--- src/rtl/rs232_pkg.sv ---
// Shared definitions for the RS232 receive path: FSM state encoding, frame width,
// baud reload arithmetic and the parity helper.
package rs232_pkg;

  typedef enum logic [2:0] {
    S_IDLE   = 3'd0,
    S_START  = 3'd1,
    S_DATA   = 3'd2,
    S_PARITY = 3'd3,
    S_STOP   = 3'd4
  } rx_state_e;

  localparam int DATA_BITS = 8;

  // Reload value that lands the first sample in the middle of the start bit.
  function automatic int half_reload(input int divisor);
    return divisor / 2 - 1;
  endfunction

  function automatic int full_reload(input int divisor);
    return divisor - 1;
  endfunction

  function automatic logic even_parity(input logic [DATA_BITS-1:0] d);
    return ^d;
  endfunction

endpackage

--- src/rtl/rs232_baud_down_counter.sv ---
// Loadable baud down-counter; Z flags zero, so a reload on Z gives a period of K+1 cycles.
module rs232_baud_down_counter #(
  parameter int SIZE = 16
) (
  input  logic            CLK,
  input  logic            RESET,
  input  logic            load,
  input  logic [SIZE-1:0] K,
  output logic [SIZE-1:0] COUNTER,
  output logic            Z
);

  // Load or decrement; an unloaded counter wraps from 0 to all-ones.
  always_ff @(posedge CLK) begin
    if (RESET) begin
      COUNTER <= {SIZE{1'b0}};
    end else if (load) begin
      COUNTER <= K;
    end else begin
      COUNTER <= COUNTER - {{(SIZE-1){1'b0}}, 1'b1};
    end
  end

  assign Z = (COUNTER == {SIZE{1'b0}});

endmodule

--- src/rtl/rs232_rx_ctrl.sv ---
// RS232 receive sequencer: mid-bit sampling, byte assembly and VALID/RD_ACK handshake.
// Define RS232_RX_PARITY_EN for 8E1 framing with PARITY_ERR; otherwise 8N1.
module rs232_rx_ctrl
  import rs232_pkg::*;
#(
  parameter int SIZE    = 16,
  parameter int DIVISOR = 5208
) (
  input  logic       CLK,
  input  logic       RESET,
  input  logic       RX,
  input  logic       RD_ACK,
  output logic [7:0] DATA,
  output logic       VALID,
  output logic       FRAME_ERR,
  output logic       OVERRUN,
  output logic       PARITY_ERR,
  output logic       BUSY
);

  localparam logic [SIZE-1:0] HALF = SIZE'(half_reload(DIVISOR));
  localparam logic [SIZE-1:0] FULL = SIZE'(full_reload(DIVISOR));

  logic [1:0]           sync_r;
  logic                 rx_s;
  logic                 load_s;
  logic [SIZE-1:0]      k_s;
  logic [SIZE-1:0]      counter_s;
  logic                 z_s;
  logic                 unused_s;
  rx_state_e            state_r;
  logic [2:0]           bit_cnt_r;
  logic [DATA_BITS-1:0] shift_reg_r;
`ifdef RS232_RX_PARITY_EN
  logic                 par_bad_r;
`endif

  // Two-flop synchronizer for the asynchronous RX pin, idling high.
  always_ff @(posedge CLK) begin
    if (RESET) begin
      sync_r <= 2'b11;
    end else begin
      sync_r <= {sync_r[0], RX};
    end
  end

  assign rx_s = sync_r[1];

  // IDLE keeps the counter parked at HALF so the start edge launches the half-bit wait.
  always_comb begin
    load_s = 1'b0;
    k_s    = FULL;
    case (state_r)
      S_IDLE: begin
        load_s = 1'b1;
        k_s    = HALF;
      end
      default: begin
        load_s = z_s;
        k_s    = FULL;
      end
    endcase
  end

  rs232_baud_down_counter #(
    .SIZE(SIZE)
  ) u_baud (
    .CLK    (CLK),
    .RESET  (RESET),
    .load   (load_s),
    .K      (k_s),
    .COUNTER(counter_s),
    .Z      (z_s)
  );

  // The count value itself is only observed through Z.
  assign unused_s = ^counter_s;

  // Receive FSM with registered handshake outputs and single-cycle status pulses.
  always_ff @(posedge CLK) begin
    if (RESET) begin
      state_r     <= S_IDLE;
      bit_cnt_r   <= 3'd0;
      shift_reg_r <= {DATA_BITS{1'b0}};
      DATA        <= 8'h00;
      VALID       <= 1'b0;
      FRAME_ERR   <= 1'b0;
      OVERRUN     <= 1'b0;
      PARITY_ERR  <= 1'b0;
      BUSY        <= 1'b0;
`ifdef RS232_RX_PARITY_EN
      par_bad_r   <= 1'b0;
`endif
    end else begin
      FRAME_ERR  <= 1'b0;
      OVERRUN    <= 1'b0;
      PARITY_ERR <= 1'b0;
      if (RD_ACK) begin
        VALID <= 1'b0;
      end else begin
        VALID <= VALID;
      end

      case (state_r)
        S_IDLE: begin
          if (!rx_s) begin
            state_r <= S_START;
            BUSY    <= 1'b1;
          end
        end
        S_START: begin
          if (z_s) begin
            if (!rx_s) begin
              state_r   <= S_DATA;
              bit_cnt_r <= 3'd0;
            end else begin
              state_r <= S_IDLE;
              BUSY    <= 1'b0;
            end
          end
        end
        S_DATA: begin
          if (z_s) begin
            shift_reg_r <= {rx_s, shift_reg_r[DATA_BITS-1:1]};
            bit_cnt_r   <= bit_cnt_r + 3'd1;
            if (bit_cnt_r == 3'(DATA_BITS - 1)) begin
`ifdef RS232_RX_PARITY_EN
              state_r <= S_PARITY;
`else
              state_r <= S_STOP;
`endif
            end
          end
        end
`ifdef RS232_RX_PARITY_EN
        S_PARITY: begin
          if (z_s) begin
            par_bad_r <= (rx_s != even_parity(shift_reg_r));
            state_r   <= S_STOP;
          end
        end
`endif
        S_STOP: begin
          if (z_s) begin
            state_r <= S_IDLE;
            BUSY    <= 1'b0;
            if (rx_s) begin
              DATA    <= shift_reg_r;
              VALID   <= 1'b1;
              // A same-cycle acknowledge frees the slot, so that is not an overrun.
              OVERRUN <= VALID & ~RD_ACK;
            end else begin
              FRAME_ERR <= 1'b1;
            end
`ifdef RS232_RX_PARITY_EN
            PARITY_ERR <= par_bad_r;
`endif
          end
        end
        default: begin
          state_r <= S_IDLE;
          BUSY    <= 1'b0;
        end
      endcase
    end
  end

endmodule

--- config.mk ---
export PLATFORM = sky130hd
export DESIGN_NAME = rs232_rx_ctrl
export DESIGN_NICKNAME = d
export VERILOG_FILES = /design/src/rtl/rs232_pkg.sv /design/src/rtl/rs232_baud_down_counter.sv /design/src/rtl/rs232_rx_ctrl.sv
export SDC_FILE = /design/constraint.sdc
export NUM_CORES = 1
export LEC_CHECK = 0
export ABC_AREA = 0
export CAP_MARGIN = 20
export CORE_MARGIN = 2
export CORE_UTILIZATION = 55
export CTS_BUF_LIST = sky130_fd_sc_hd__clkbuf_8 sky130_fd_sc_hd__clkbuf_16
export CTS_CLUSTER_DIAMETER = 80
export CTS_CLUSTER_SIZE = 28
export DETAILED_ROUTE_END_ITERATION = 6
export PLACE_DENSITY = 0.76
export SYNTH_ARGS = -nofsm -noshare
export SYNTH_HDL_FRONTEND = slang
export SYNTH_SLANG_ARGS = --single-unit
--- constraint.sdc ---
create_clock -name CLK -period 2.8 [get_ports CLK]
set_input_delay 0.28 -clock CLK [delete_from_list [all_inputs] [get_ports CLK]]
set_output_delay 0.28 -clock CLK [all_outputs]
set_load 0.005 [all_outputs]
Yosys cells after proc, flatten, opt, wreduce, memory -nomap -nowiden
Index checks and enable logic that the tools add are counted.
W data, S select, Z words.
{"block": "classes", "n_eq_ne": 11, "reduce_logical": 10, "addsub": 2, "muxes": 24, "bitwise": 6}
{"operator": "$mux W3", "n": 8}
{"operator": "$logic_not A16 Y1", "n": 1}
{"operator": "$mux W16", "n": 1}
{"operator": "$sub A16 B1 Y16 const B", "n": 1}
{"operator": "$ne A2 B2 Y1 const B", "n": 7}
{"operator": "$mux W13", "n": 1}
{"operator": "$pmux W3 S4", "n": 1}
{"operator": "$mux W1", "n": 10}
{"operator": "$reduce_and A5 Y1", "n": 2}
{"operator": "$eq A3 B3 Y1 const B", "n": 2}
{"operator": "$pmux W3 S2", "n": 1}
{"operator": "$not A1 Y1", "n": 5}
{"operator": "$pmux W1 S4", "n": 1}
{"operator": "$reduce_and A4 Y1", "n": 1}
{"operator": "$reduce_or A4 Y1", "n": 1}
{"operator": "$add A3 B1 Y3 const B", "n": 1}
{"operator": "$eq A3 B1 Y1 const B", "n": 1}
{"operator": "$eq A3 B2 Y1 const B", "n": 1}
{"operator": "$logic_not A3 Y1", "n": 1}
{"operator": "$reduce_and A3 Y1", "n": 1}
{"operator": "$reduce_or A3 Y1", "n": 1}
{"operator": "$mux W2", "n": 1}
{"operator": "$reduce_and A2 Y1", "n": 1}
{"operator": "$reduce_bool A2 Y1", "n": 1}
{"operator": "$and A1 B1 Y1", "n": 1}
{"block": "totals", "out_inout_bits": 13, "word_cells": 63, "input_bits": 4, "ff_bits": 44}

Longest topological paths before layout
Gate-level depths: netlist of the first run.
{"block": "logic_depth", "depth_word": 4, "depth_mapped": 7}

By module
Synthesis of the first run repeated with hierarchy kept, for this count alone.
{"block": "hier_totals", "cells_unflattened": 228, "area_unflattened_um2": 2092.0}
{"module": "rs232_rx_ctrl", "area_per_inst_um2": 1202.4, "seq_area_each_um2": 560.5, "cells_per_inst": 122, "instances": 1}
{"module": "rs232_baud_down_counter", "area_per_inst_um2": 889.6, "seq_area_each_um2": 320.3, "cells_per_inst": 106, "instances": 1}

Worst setup path after synthesis of the first run
Ideal clock, no wire load.
{"block": "synth_path", "kind": "register to register", "from": "register u_baud.COUNTER[0]", "to": "register DATA[1]", "arrival_ps": 2126, "synth_period_minus_slack_ps": 2245, "path_stages_with_launch": 8, "setup_slack_ps": 555, "required_ps": 2681, "cell_sequence": "dfxtp_1 inv_1 ha_1 nor4b_1 nand3_2 or4_4 buf_6 mux2i_1"}
{"block": "synth_between", "elab_chain_len": 2}
{"item": "start, declared", "line_no": "rs232_baud_down_counter.sv:9", "text": "output logic [SIZE-1:0] COUNTER,"}
{"item": "start signal, assigned", "line_no": "rs232_baud_down_counter.sv:16", "text": "COUNTER <= {SIZE{1'b0}};"}
{"item": "start signal, assigned", "line_no": "rs232_baud_down_counter.sv:20", "text": "COUNTER <= COUNTER - {{(SIZE-1){1'b0}}, 1'b1};"}
{"item": "$logic_not A16 Y1", "line_no": "rs232_baud_down_counter.sv:24", "text": "assign Z = (COUNTER == {SIZE{1'b0}});"}
{"item": "$reduce_and A3 Y1 (no line)"}
{"item": "end signal, assigned", "line_no": "rs232_rx_ctrl.sv:148", "text": "DATA <= shift_reg_r;"}
{"item": "end, declared", "line_no": "rs232_rx_ctrl.sv:13", "text": "output logic [7:0] DATA,"}
Every way passes these cells.
A chain may end at the register's enable or synchronous reset.

Worst setup path after layout of the first run
{"block": "layout_path", "from": "register u_baud.COUNTER[12]", "to": "register DATA[6]"}
The elaborated chain is that of the path after synthesis.

==> results of run 1 <==
==> synth_stat cells, types with 2 or more instances <==
library cell,instances,area [um2]
dfxtp_1,44,880.8
nand2b_1,23,143.9
mux2i_1,16,160.2
nor2_1,15,56.30
nor3_1,11,55.05
a21oi_1,10,50.05
clkbuf_1,8,30.03
nand2_1,6,22.52
inv_1,5,18.77
nor4_1,4,25.02
xnor2_1,4,35.03
a211oi_1,3,22.52
ha_1,3,37.54
nand3_1,3,15.01
nand4_1,3,18.77
o21ai_0,3,15.01
or2_2,3,18.77
or3_1,3,18.77
a31oi_1,2,12.51
buf_2,2,10.01
buf_6,2,22.52
nand4b_1,2,17.52
nor2b_1,2,12.51
nor4b_1,2,17.52
o21a_1,2,15.01
o22ai_1,2,12.51
o2bb2ai_1,2,17.52
o31a_1,2,17.52
o31ai_1,2,15.01
or4_4,2,22.52
or4b_2,2,20.02
==> metal layers <==
layer / vias up / GRT usage / part of all wire
met3: 6 / 0.05106 / 0.044
li1: 769 / - / -
met4: 0 / 0.09511 / 0.016
met2: 39 / 0.3359 / 0.50
met1: 714 / 0.2333 / 0.44
met5: - / 0 / 0
==> worst max-delay path: stages (launching register included) <==
cell,delay (ns)
dfxtp_1,0.32
or3_1,0.49
or4_4,0.54
nor4_4,0.49
mux2i_1,0.26
==> cell type report <==
class                   instances  area, um2
fillers                       272       1131
multi-input cells             145       1002
repair buffers                 20      187.7
well taps                      46      57.56
inverters                       5      18.77
flip-flops and latches         44      880.8
clock inverters                 3      42.54
clock buffers                   5      68.82
==> kinds of logic (layout without fill, tap and decap cells) <==
| group | after synthesis | count (layout) | synth area share |
|---|---|---|---|
| AOI/OAI and AO/OA | 34 | 34 | 0.1175 |
| xor gates and xnor gates | 5 | 5 | 0.02224 |
| adders and majority gates | 3 | 3 | 0.01906 |
| buffers and inverters | 19 | 33 | 0.04701 |
| DFF | 44 | 44 | 0.4473 |
| muxes | 16 | 16 | 0.08132 |
| other | 1 | 1 | 0.001904 |
| and+or+nand+nor | 86 | 86 | 0.2637 |
==> metrics by stage <==
stage	hold WS, ns	power [uW]	setup slack [ns]	instance area (um2)
finish	0.4044	1208	0.6327	2258
global route	0.4257	1249	0.4193	2258
detailed placement	0.4029	738.1	0.6542	2147
floorplan	0.3838	719.8	0.5545	1969
global placement	0.3960	735.0	0.7115	2147
CTS	0.4106	1217	0.6146	2258
==> sequential cells by signal, summed over array words and instances, names as in the netlist <==
register and count:
u_baud.COUNTER 16, DATA 8, shift_reg_r 8, bit_cnt_r 3, state_r 3, sync_r 2
BUSY 1, FRAME_ERR 1, OVERRUN 1, VALID 1
==> path summary, 6_finish.rpt <==
path                                   to  slack [ns]  cells past startpoint
worst max-delay path              DATA[6]        0.63                      4
worst min-delay path            sync_r[1]        0.40                      1
worst max register to register    DATA[6]        0.63                      4
worst min register to register  sync_r[1]        0.40                      1
==> report_power, final <==
part / internal [uW] / switching [uW] / leakage, uW
sequential: 635 / 12.1 / 0.000357
combinational: 34.9 / 42.4 / 0.000360
clock: 264 / 220 / 0.0000541
==> results.cfg, run 1 <==
[clocking]
ctsLongestPathBuffers = 2
clk_pin_slew_ns = 0.09
htreeDepth = 2
ctsHoldBuffers = 0
cts.sinks = 44
insertion_delay_ns = 0.31
post_cts_buffers = 0
numCtsBuffers = 5
cts_root_buffer = clkbuf_8
cts_tree = done
cts_resized = 0

[power_and_ir_drop]
peakVddDrop_mv = 0.3318
power.density_nw_per_um2 = 535.1
power.leakage_uw = 0.0007710

[drt]
drc = 0
drt-initial-drc-count = 101
drt_pass1_iterations = 4
drt-total-wl_mm = 3.787
viasPerCell = 5.701
ant_nets = 0
route.detailed.wl_per_inst_um = 14.13
via_count = 1528

[worst_setup_path]
critPathKind = register to register
endpoint_kind = register
path_max_fanout = 9
critPathLaunchType = register
r2r_start = u_baud.COUNTER[12]
cp.arrival_ns = 2.39
cp_data_required_time_ns = 3.03
crit_path_start = u_baud.COUNTER[12]

[final_layout]
final_nets = 228
utilization = 0.6663
antenna_cells = 0
drive_gt1_frac = 0.1081
flow.area_growth_from_synthesis_pct = 14.68
stdcell_count = 268
final_common_cell = dfxtp_1
final_cell_mix = dfxtp_1 (44), nand2b_1 (23), mux2i_1 (16)

[floorplanning]
die_x_um = 63.84
die_area_um2 = 4076
boundaryPins = 17
die_h_um = 63.84
coreArea_um2 = 3390
std_cell_rows = 21
initial_core_util = 0.5810

[sta]
period_minus_slack_ns = 2.167
fin_tns_setup_ns = 0
slew_headroom = 0.6571
setup_viol = 0
hold_viol = 0
slew_violations = 0
period_share = 0.7740
fmax_mhz = 461.4
skew_ns = 0.01167
worstMarginPinSlew_ns = 0.5104
rsz0062_at_grt = no

[hold_path]
hp-start = sync_r[0]
hp-class = register to register

[yosys]
yosysWarnings = 0
syn-num-nets = 215
synth.distinct_cells = 46
ys_ff_latch = 44
syn-cell-area_um2 = 1969
synth_top_flop_cell = dfxtp_1
synth_edf_count = 0
postSynthCellCount = 208
ys_async_sr_fraction = 0
ys_seq_area_frac = 0.4473
avgSynthCellArea_um2 = 9.468

[flow_run]
cap_violations = 0

[placed_design]
dp.cells = 260
routabilityCongestion = 0.8944
place_hpwl_mm = 2.687
io_buffers = 15

[global_route]
gr-total-overflow = 0
antenna_found_initial = 0
grt_pass1_vias = 1449
grt_first_pass_wirelength_mm = 6.348
grtUsageTotal = 0.1987
grt_max_degree = 31

[outcome]
status = finished, final reports clean
Power figures use the tool's default switching activity.
==> inputs of run 2 (changes only) <==
CORE_UTILIZATION = 51   (was 55)
PLACE_DENSITY = 0.75   (was 0.76)
clock period = 1.9 ns   (was 2.8 ns; I/O delays follow)
==> run 2 against run 1 <==
  * Power up 42%
  * The flow now finishes with violations (setup timing)
  * Combinational power grew 110%
  * Global-route usage grew 2.0 points
==> results.cfg, run 2 (same netlist as run 1, synthesis figures left out) <==
[final_layout]
drive_gt1_frac = 0.2282
antenna_cells = 0
stdcell_count = 289
reg_top3 = u_baud.COUNTER (16), DATA (8), shift_reg_r (8)
final_cell_mix = dfxtp_1 (41), nand2b_1 (23), buf_4 (22)
design_area_um2 = 2486
final_nets = 247
flow.area_growth_from_synthesis_pct = 26.24
utilization = 0.6740
final_common_cell = dfxtp_1
top_register = u_baud.COUNTER
largest_register_ffs = 16

[hold_path]
whs_path_depth = 1
hp-class = register to register
hp-start = sync_r[0]
holdPathEnd = sync_r[1]

[global_route]
grt_max_degree = 15
antenna_found_initial = 0
gr-total-overflow = 0
grt_first_pass_wirelength_mm = 7.182
grt_pass1_vias = 1541
grtUsageTotal = 0.2188

[sta]
slew_headroom = 0.6053
setup_ws_ns = -0.09956
setup_viol = 8
worstMarginPinSlew_ns = 0.5876
fin_tns_setup_ns = -0.3490
fmax_mhz = 500.1
period_minus_slack_ns = 2.000
hold_viol = 0
skew_ns = 0.01027
period_share = 1.052
slew_violations = 0
rsz0062_at_grt = yes

[worst_setup_path]
rr_worst_depth = 4
rrSetupSlack_ns = -0.1
cp.arrival_ns = 2.19
critPathKind = register to register
r2r_start = u_baud.COUNTER[12]
path_max_fanout = 5
critPathLaunchType = register
cp_data_required_time_ns = 2.09
endpoint_kind = register
rr_endpoint = DATA[1]

[drt]
via_count = 1679
viasPerCell = 5.810
drc = 0
drt-initial-drc-count = 219
drt_pass1_iterations = 4
route.detailed.wl_per_inst_um = 15.93
drt-total-wl_mm = 4.605
ant_nets = 0

[power_and_ir_drop]
power.leakage_uw = 0.0008890
peakVddDrop_mv = 0.4986
power.density_nw_per_um2 = 690.0

[clocking]
ctsHoldBuffers = 0
cts_tree = done
ctsLongestPathBuffers = 2
numCtsBuffers = 5
insertion_delay_ns = 0.30
clk_pin_slew_ns = 0.08
cts_root_buffer = clkbuf_8
htreeDepth = 2
cts.sinks = 44

[floorplanning]
initial_core_util = 0.5339
die_x_um = 66.14
die_area_um2 = 4375
die_h_um = 66.14
std_cell_rows = 22
coreArea_um2 = 3689
boundaryPins = 17

[flow_run]
cap_violations = 0

[placed_design]
dp.cells = 279
routabilityCongestion = 0.8323
place_hpwl_mm = 3.084
placedInstanceArea_um2 = 2283
io_buffers = 15

[outcome]
violations = setup timing
status = complete, but fails checks
## run 2: cell count changes in the layout (fill, tap and decap cells not counted), sizes merged
cell      delta
clkinv       -1
clkbuf       +1
bufinv       -1
clkinvlp     -1
inv          +2
buf         +19
## run 2: cell type report
class / count / area, um2
fill: 298 / 1202
multi-input combinational: 145 / 1092
sequential: 44 / 887.1
timing repair buffer: 39 / 337.8
clock buffer: 6 / 82.58
tap: 48 / 60.06
inverter: 5 / 18.77
clock inverter: 2 / 7.507
## run 2: worst max path at each step
stage	from	end	slack, ns	cells after the start
floorplan	u_baud.COUNTER[12]	DATA[1]	-0.27	7
global placement	u_baud.COUNTER[12]	DATA[1]	-0.03	4
detailed placement	u_baud.COUNTER[12]	shift_reg_r[6]	-0.1	5
CTS	u_baud.COUNTER[10]	DATA[1]	-0.07	4
global route	u_baud.COUNTER[12]	DATA[1]	-0.11	4
finish	u_baud.COUNTER[12]	DATA[1]	-0.1	4
## run 2: critical path, cell delays in order (launching register included)
cell and delay [ns]:
dfxtp_2 0.32, or3_4 0.38, or4_4 0.49, or4_4 0.56, mux2i_1 0.15
## run 2: report_power, final
| part | internal (uW) | total, uW | switching, uW |
|---|---|---|---|
| registers | 936 | 955 | 19.7 |
| logic | 79.2 | 161 | 82.2 |
| clock network | 286 | 599 | 313 |
## run 2: repair_timing
item                       4_1_cts  5_1_grt
setup buffers                    0        2
pin swaps                        5        7
setup endpoints to repair       17       30
cloned                           0        0
gates resized for setup          6       17
## run 2: layer usage
metal	vias to the layer above	part of all wire	track usage
met5	-	0	0
met4	0	0.019	0.08673
met3	12	0.037	0.05792
met2	50	0.50	0.3550
met1	811	0.44	0.2755
li1	806	-	-
## run 2: per-stage QoR
step,hold slack [ns],power (uW),setup WS [ns]
CTS,0.4185,1704,-0.07380
detailed placement,0.3978,1112,-0.09957
global route,0.4448,1782,-0.1149
global placement,0.3960,1106,-0.03436
floorplan,0.2938,1062,-0.2679
finish,0.4146,1715,-0.09956
